`src/rtl/vga_timing_if.sv`:
```
`default_nettype none
// ============================================================================
//  Module      : vga_timing_if
//  Description : Control and timing-output bundle for vga_timing. The master
//                side is the timing generator and the slave side is the
//                consumer, which supplies the run enable.
//  Revision    : 1.0  initial release
// ============================================================================
interface vga_timing_if;
    logic       en;
    logic       pix_tick;
    logic [9:0] hcount;
    logic [9:0] vcount;
    logic       hsync;
    logic       vsync;
    logic       active;
    logic       blank;
    logic       line_done;
    logic       frame_done;

    modport master (
        input  en,
        output pix_tick, hcount, vcount, hsync, vsync,
               active, blank, line_done, frame_done
    );

    modport slave (
        output en,
        input  pix_tick, hcount, vcount, hsync, vsync,
               active, blank, line_done, frame_done
    );
endinterface
`default_nettype wire

```
`src/rtl/vga_timing.sv`:
```
`default_nettype none
// ============================================================================
//  Module      : vga_timing
//  Description : VGA raster timing generator. It divides clk down to a pixel
//                strobe, keeps the column and line counters, and produces
//                registered sync and active flags aligned with the counts.
//  Revision    : 1.0  initial release
// ============================================================================
module vga_timing #(
    parameter int H_ACTIVE = 640,
    parameter int H_FP     = 16,
    parameter int H_SYNC   = 96,
    parameter int H_BP     = 48,
    parameter int V_ACTIVE = 480,
    parameter int V_FP     = 10,
    parameter int V_SYNC   = 2,
    parameter int V_BP     = 33,
    parameter int CLK_DIV  = 4
) (
    input  wire logic    clk,
    input  wire logic    rst,
    vga_timing_if.master bus
);

    localparam int H_TOTAL = H_ACTIVE + H_FP + H_SYNC + H_BP;
    localparam int V_TOTAL = V_ACTIVE + V_FP + V_SYNC + V_BP;

    // The divider is 4 bits wide because CLK_DIV never exceeds 16.
    localparam logic [3:0]  c_DIV_LAST = 4'(CLK_DIV - 1);
    localparam logic [9:0]  c_H_LAST   = 10'(H_TOTAL - 1);
    localparam logic [9:0]  c_V_LAST   = 10'(V_TOTAL - 1);

    // Window bounds are 11 bits wide so that a sync pulse ending exactly at
    // 1024 still compares correctly.
    localparam logic [10:0] c_H_ACT    = 11'(H_ACTIVE);
    localparam logic [10:0] c_V_ACT    = 11'(V_ACTIVE);
    localparam logic [10:0] c_HS_START = 11'(H_ACTIVE + H_FP);
    localparam logic [10:0] c_HS_END   = 11'(H_ACTIVE + H_FP + H_SYNC);
    localparam logic [10:0] c_VS_START = 11'(V_ACTIVE + V_FP);
    localparam logic [10:0] c_VS_END   = 11'(V_ACTIVE + V_FP + V_SYNC);

    logic [3:0]  r_div;
    logic [9:0]  r_hcount;
    logic [9:0]  r_vcount;
    logic        r_hsync;
    logic        r_vsync;
    logic        r_active;
    logic        r_blank;

    logic        w_tick;
    logic        w_h_last;
    logic        w_v_last;
    logic [9:0]  w_h_nxt;
    logic [9:0]  w_v_nxt;
    logic [10:0] w_h_nxt_x;
    logic [10:0] w_v_nxt_x;
    logic        w_hsync_nxt;
    logic        w_vsync_nxt;
    logic        w_active_nxt;

    assign w_tick   = bus.en & ~rst & (r_div == c_DIV_LAST);
    assign w_h_last = (r_hcount == c_H_LAST);
    assign w_v_last = (r_vcount == c_V_LAST);

    // Next raster position: advance on a pixel tick, otherwise hold.
    always_comb begin
        w_h_nxt = r_hcount;
        w_v_nxt = r_vcount;
        if (w_tick) begin
            if (w_h_last) begin
                w_h_nxt = 10'd0;
                w_v_nxt = w_v_last ? 10'd0 : r_vcount + 10'd1;
            end else begin
                w_h_nxt = r_hcount + 10'd1;
            end
        end
    end

    // Flags are decoded from the next position so that, once registered,
    // they line up with the counts on the same cycle.
    assign w_h_nxt_x    = {1'b0, w_h_nxt};
    assign w_v_nxt_x    = {1'b0, w_v_nxt};
    assign w_hsync_nxt  = ~((w_h_nxt_x >= c_HS_START) && (w_h_nxt_x < c_HS_END));
    assign w_vsync_nxt  = ~((w_v_nxt_x >= c_VS_START) && (w_v_nxt_x < c_VS_END));
    assign w_active_nxt = (w_h_nxt_x < c_H_ACT) && (w_v_nxt_x < c_V_ACT);

    // Timing state: divider, counters and registered flags; en=0 freezes all.
    always_ff @(posedge clk) begin
        if (rst) begin
            r_div    <= 4'd0;
            r_hcount <= 10'd0;
            r_vcount <= 10'd0;
            r_hsync  <= 1'b1;
            r_vsync  <= 1'b1;
            r_active <= 1'b1;
            r_blank  <= 1'b0;
        end else if (bus.en) begin
            r_div    <= (r_div == c_DIV_LAST) ? 4'd0 : r_div + 4'd1;
            r_hcount <= w_h_nxt;
            r_vcount <= w_v_nxt;
            r_hsync  <= w_hsync_nxt;
            r_vsync  <= w_vsync_nxt;
            r_active <= w_active_nxt;
            r_blank  <= ~w_active_nxt;
        end
    end

    assign bus.pix_tick   = w_tick;
    assign bus.line_done  = w_tick & w_h_last;
    assign bus.frame_done = w_tick & w_h_last & w_v_last;
    assign bus.hcount     = r_hcount;
    assign bus.vcount     = r_vcount;
    assign bus.hsync      = r_hsync;
    assign bus.vsync      = r_vsync;
    assign bus.active     = r_active;
    assign bus.blank      = r_blank;

endmodule
`default_nettype wire

```
`src/flat_wrapper.sv`:
```
// flat-port wrapper written by rule: the top's interface ports become plain ports
module vga_timing_flat 
#(
    parameter int H_ACTIVE = 640,
    parameter int H_FP     = 16,
    parameter int H_SYNC   = 96,
    parameter int H_BP     = 48,
    parameter int V_ACTIVE = 480,
    parameter int V_FP     = 10,
    parameter int V_SYNC   = 2,
    parameter int V_BP     = 33,
    parameter int CLK_DIV  = 4
)
  (clk, rst, bus_en, bus_pix_tick, bus_hcount, bus_vcount, bus_hsync, bus_vsync, bus_active, bus_blank, bus_line_done, bus_frame_done);
  vga_timing_if bus_i ();
  input  wire logic clk;
  input  wire logic rst;
  input wire logic [$bits(bus_i.en)-1:0] bus_en;
  output wire logic [$bits(bus_i.pix_tick)-1:0] bus_pix_tick;
  output wire logic [$bits(bus_i.hcount)-1:0] bus_hcount;
  output wire logic [$bits(bus_i.vcount)-1:0] bus_vcount;
  output wire logic [$bits(bus_i.hsync)-1:0] bus_hsync;
  output wire logic [$bits(bus_i.vsync)-1:0] bus_vsync;
  output wire logic [$bits(bus_i.active)-1:0] bus_active;
  output wire logic [$bits(bus_i.blank)-1:0] bus_blank;
  output wire logic [$bits(bus_i.line_done)-1:0] bus_line_done;
  output wire logic [$bits(bus_i.frame_done)-1:0] bus_frame_done;
  assign bus_i.en = bus_en;
  assign bus_pix_tick = bus_i.pix_tick;
  assign bus_hcount = bus_i.hcount;
  assign bus_vcount = bus_i.vcount;
  assign bus_hsync = bus_i.hsync;
  assign bus_vsync = bus_i.vsync;
  assign bus_active = bus_i.active;
  assign bus_blank = bus_i.blank;
  assign bus_line_done = bus_i.line_done;
  assign bus_frame_done = bus_i.frame_done;
  vga_timing #(.H_ACTIVE(H_ACTIVE), .H_FP(H_FP), .H_SYNC(H_SYNC), .H_BP(H_BP), .V_ACTIVE(V_ACTIVE), .V_FP(V_FP), .V_SYNC(V_SYNC), .V_BP(V_BP), .CLK_DIV(CLK_DIV)) u_core (.clk(clk), .rst(rst), .bus(bus_i));
endmodule
```
`config.mk`:
```
export PLATFORM = sky130hd
export DESIGN_NAME = vga_timing_flat
export DESIGN_NICKNAME = d
export VERILOG_FILES = /design/src/rtl/vga_timing_if.sv /design/src/rtl/vga_timing.sv /design/src/flat_wrapper.sv
export SDC_FILE = /design/constraint.sdc
export NUM_CORES = 1
export LEC_CHECK = 0
export ABC_CLOCK_PERIOD_IN_PS = 2700
export CAP_MARGIN = 20
export CORE_UTILIZATION = 45
export DETAILED_ROUTE_END_ITERATION = 16
export GPL_TIMING_DRIVEN = 1
export PLACE_DENSITY = 0.73
export SYNTH_ARGS = -nofsm -noshare
export SYNTH_HDL_FRONTEND = slang
export SYNTH_SLANG_ARGS = --single-unit
```
`constraint.sdc`:
```
create_clock -name clk -period 2.7 [get_ports clk]
set_input_delay 0.54 -clock clk [delete_from_list [all_inputs] [get_ports clk]]
set_output_delay 0.54 -clock clk [all_outputs]
set_load 0.02 [all_outputs]
```
==> results by group <==
Timing
  • Max_slew headroom: 0.528
  • Worst-Margin Slew: 0.701 ns
  • Final min period: 2.68 ns
  • Max-slew violations: 0
  • Final hold violations: 0
  • Fin crit share: 0.993
  • Setup violations, final: 0
  • Max Clk Rate: 0.373 GHz
  • Final WS setup: 0.0195 ns
  • Max Clock Skew: 0.00792 ns
  • Setup TNS: 0 ns
  • RSZ-0062 raised after global routing: true

Yosys
  • Mapped Nets: 204
  • Synth async-reset ratio: 0
  • EDFF count, synth: 0
  • Post-Syn Area: 1580 um^2
  • Largest family of logic cells by synthesized area: simple AND/OR/NAND/NOR gates
  • Sequential share of the synthesized area: 0.355
  • Top FF cell, synth: dfxtp_1
  • Proportion of synthesized area in mux cells: 0.0190
  • Top post-synthesis cells by count: dfxtp_1 (28), nor2_1 (28), nand2_1 (26)
  • Distinct cells, synth: 48
  • Mapped Cells: 197
  • Compound-cell area share of the yosys netlist: 0.124
  • Post-Synth Simple-Gate Area: 0.357
  • Adder-cell share of the synthesized area: 0.0317
  • Yosys warnings: 0
  • Yosys top cell area share: 0.355
  • Synth Area in XOR/XNOR: 0.0722
  • Area contributors post-synth: dfxtp_1 (36%), nor2_1 (6.7%), nand2_1 (6.2%)
  • Avg Cell Area, Syn: 8.01 um^2
  • #FFs+latches synth: 28
  • Area leader, netlist: dfxtp_1

Power
  • LEAKAGE: 0.882 nW
  • Pwr Density: 336 nW/um^2
  • Maximum VDD drop: 0.225 mV
  • Design Power: 761 uW

Global route
  • Initial antenna violation count: 0
  • First-pass GRT wire length: 6470 um
  • Vias in the first global route: 1,400
  • Tot GR Track Use: 0.231
  • Largest net degree at the start of global routing: 32
  • GRT overflow: 0

Detailed routing
  • Post-DR vias/cell: 5.40
  • DRC viols: 0
  • Routed WL per cell: 13.5 um
  • Routed Antenna Nets: 0
  • Drt total wl: 4090 um
  • DRT iter0 DRCs: 83
  • Vias: 1,636
  • Initial DRT Pass Iterations: 4

Clock tree
  • Longest Clk Path Bufs: 2
  • H-tree Lvls: 1
  • Clk sinks: 28
  • CTS tree: built
  • Root Driver: clkbuf_4
  • Hold buffers post-CTS: 0
  • CTS Buf Count: 3
  • Clock transition at path regs: 0.17 ns
  • Clock latency on the worst-skew pair: 0.34 ns

Place
  • RD Place Congestion: 0.857
  • IO Port Bufs: 29
  • Placed Area: 2130 um^2
  • Pre-CTS setup slack: -0.627 ns
  • DP Cell Count: 293
  • Post-DP HPWL: 2910 um

Critical path
  • Startpoint types: register
  • Kind of end point of the critical path: register
  • Worst EP required: 2.95 ns
  • Critical Path AT: 2.93 ns
  • Peak fanout along the critical path: 6
  • Worst setup path class: register to register

Finish
  • Layout Area Growth over Synthesis: 43.6%
  • # nets final: 265
  • Layout cells sized above 1: 0.241
  • Cell Count, Final, Fillers Out: 303
  • Cell area after layout: 2270 um^2
  • Diodes inserted: 0

Floorplanning
  • Die area: 3750 um^2
  • Core area: 3340 um^2
  • Die width: 61.2 um
  • Starting Density: 0.473
  • Rows: 21
  • Die height: 61.2 um
  • Boundary pin count: 30

Status
  • Status: finished, final reports clean

Hold path
  • Hold crit path type: register to register

Flow run
  • Max-cap violations: 0
layout by cell type (no fill, tap or decap), drive strengths merged, types with 2 or more instances in the layout:
master and count:
a21oi 9, a311oi 2, a31oi 3, a41oi 2
and2 2, and3 2, and4 2, buf 41
clkbuf 3, clkdlybuf4s50 24, dfxtp 28, ha 4
inv 4, mux2i 3, nand2 26, nand2b 4
nand3 5, nand4 5, nand4b 2, nor2 28
nor2b 2, nor3 11, nor4 2, o2111ai 2
o21ai 2, or2 2, or3 2, or4 6
xnor2 6, xor2 7
sequential cells by signal (all words and copies together), names as in the netlist:
register	cells
u_core.bus.blank	1
u_core.r_div	4
u_core.bus.hsync	1
u_core.bus.vsync	1
u_core.bus.vcount	10
u_core.bus.active	1
u_core.bus.hcount	10
timing repair:
item / in CTS / in global routing
setup endpoints to repair: 6 / 5
pin swaps: 5 / 5
resized for setup: 18 / 11
buffers inserted: 4 / 2
path summary, 6_finish.rpt:
check                                          start                end  slack [ns]  cells after the start
worst max-delay path            u_core.bus.hcount[7]  u_core.bus.active        0.02                      7
worst min-delay path                u_core.bus.blank   u_core.bus.blank        0.51                      2
worst max register to register  u_core.bus.hcount[7]  u_core.bus.active        0.02                      7
worst min register to register      u_core.bus.blank   u_core.bus.blank        0.51                      2
critical path: stages (launching register included):
cell and delay [ns]:
dfxtp_2 0.36, or4b_4 0.51, or4_4 0.52, inv_8 0.09, nand3_4 0.07, xor2_2 0.17, or4_4 0.53, a311o_1 0.36
per-stage QoR:
stage,utilization,hold WS (ns)
final,0.679,0.514
after global routing,0.679,0.548
after CTS,0.664,0.512
after detailed placement,0.637,0.486
after global placement,0.637,0.491
after floorplan,-,0.466
layer usage:
layer	GRT usage	vias up	part of all wire
met5	0	-	0
met4	0.0552	0	0.010
met3	0.0315	4	0.043
met2	0.349	49	0.46
met1	0.347	762	0.49
li1	-	821	-
where the power goes:
group          leakage, nW  total [mW]  switching, mW  internal (mW)
clock               0.0279       0.286          0.136          0.150
combinational        0.625      0.0496         0.0268         0.0228
sequential           0.229       0.426        0.00537          0.420
total                0.882       0.761          0.168          0.593
cell families (layout without fill, tap and decap cells):
group / Yosys count / in the layout
AND/OR/NAND/NOR: 106 / 106
XOR/XNOR: 13 / 13
buffers and inverters: 15 / 75
flip-flops: 28 / 28
adder cells (fa/ha/maj): 4 / 4
AO/OA/AOI/OAI: 28 / 28
multiplexers: 3 / 3
cell type report:
| type | count | area [um^2] |
|---|---|---|
| multi-input cells | 154 | 988 |
| clock buffers | 3 | 22.5 |
| inverters | 4 | 22.5 |
| repair buffers | 67 | 578 |
| flip-flops and latches | 28 | 567 |
| clock inverters | 1 | 30.0 |
| fillers | 288 | 1070 |
| well taps | 46 | 57.6 |
No activity file was read; power rests on OpenSTA's default activity.
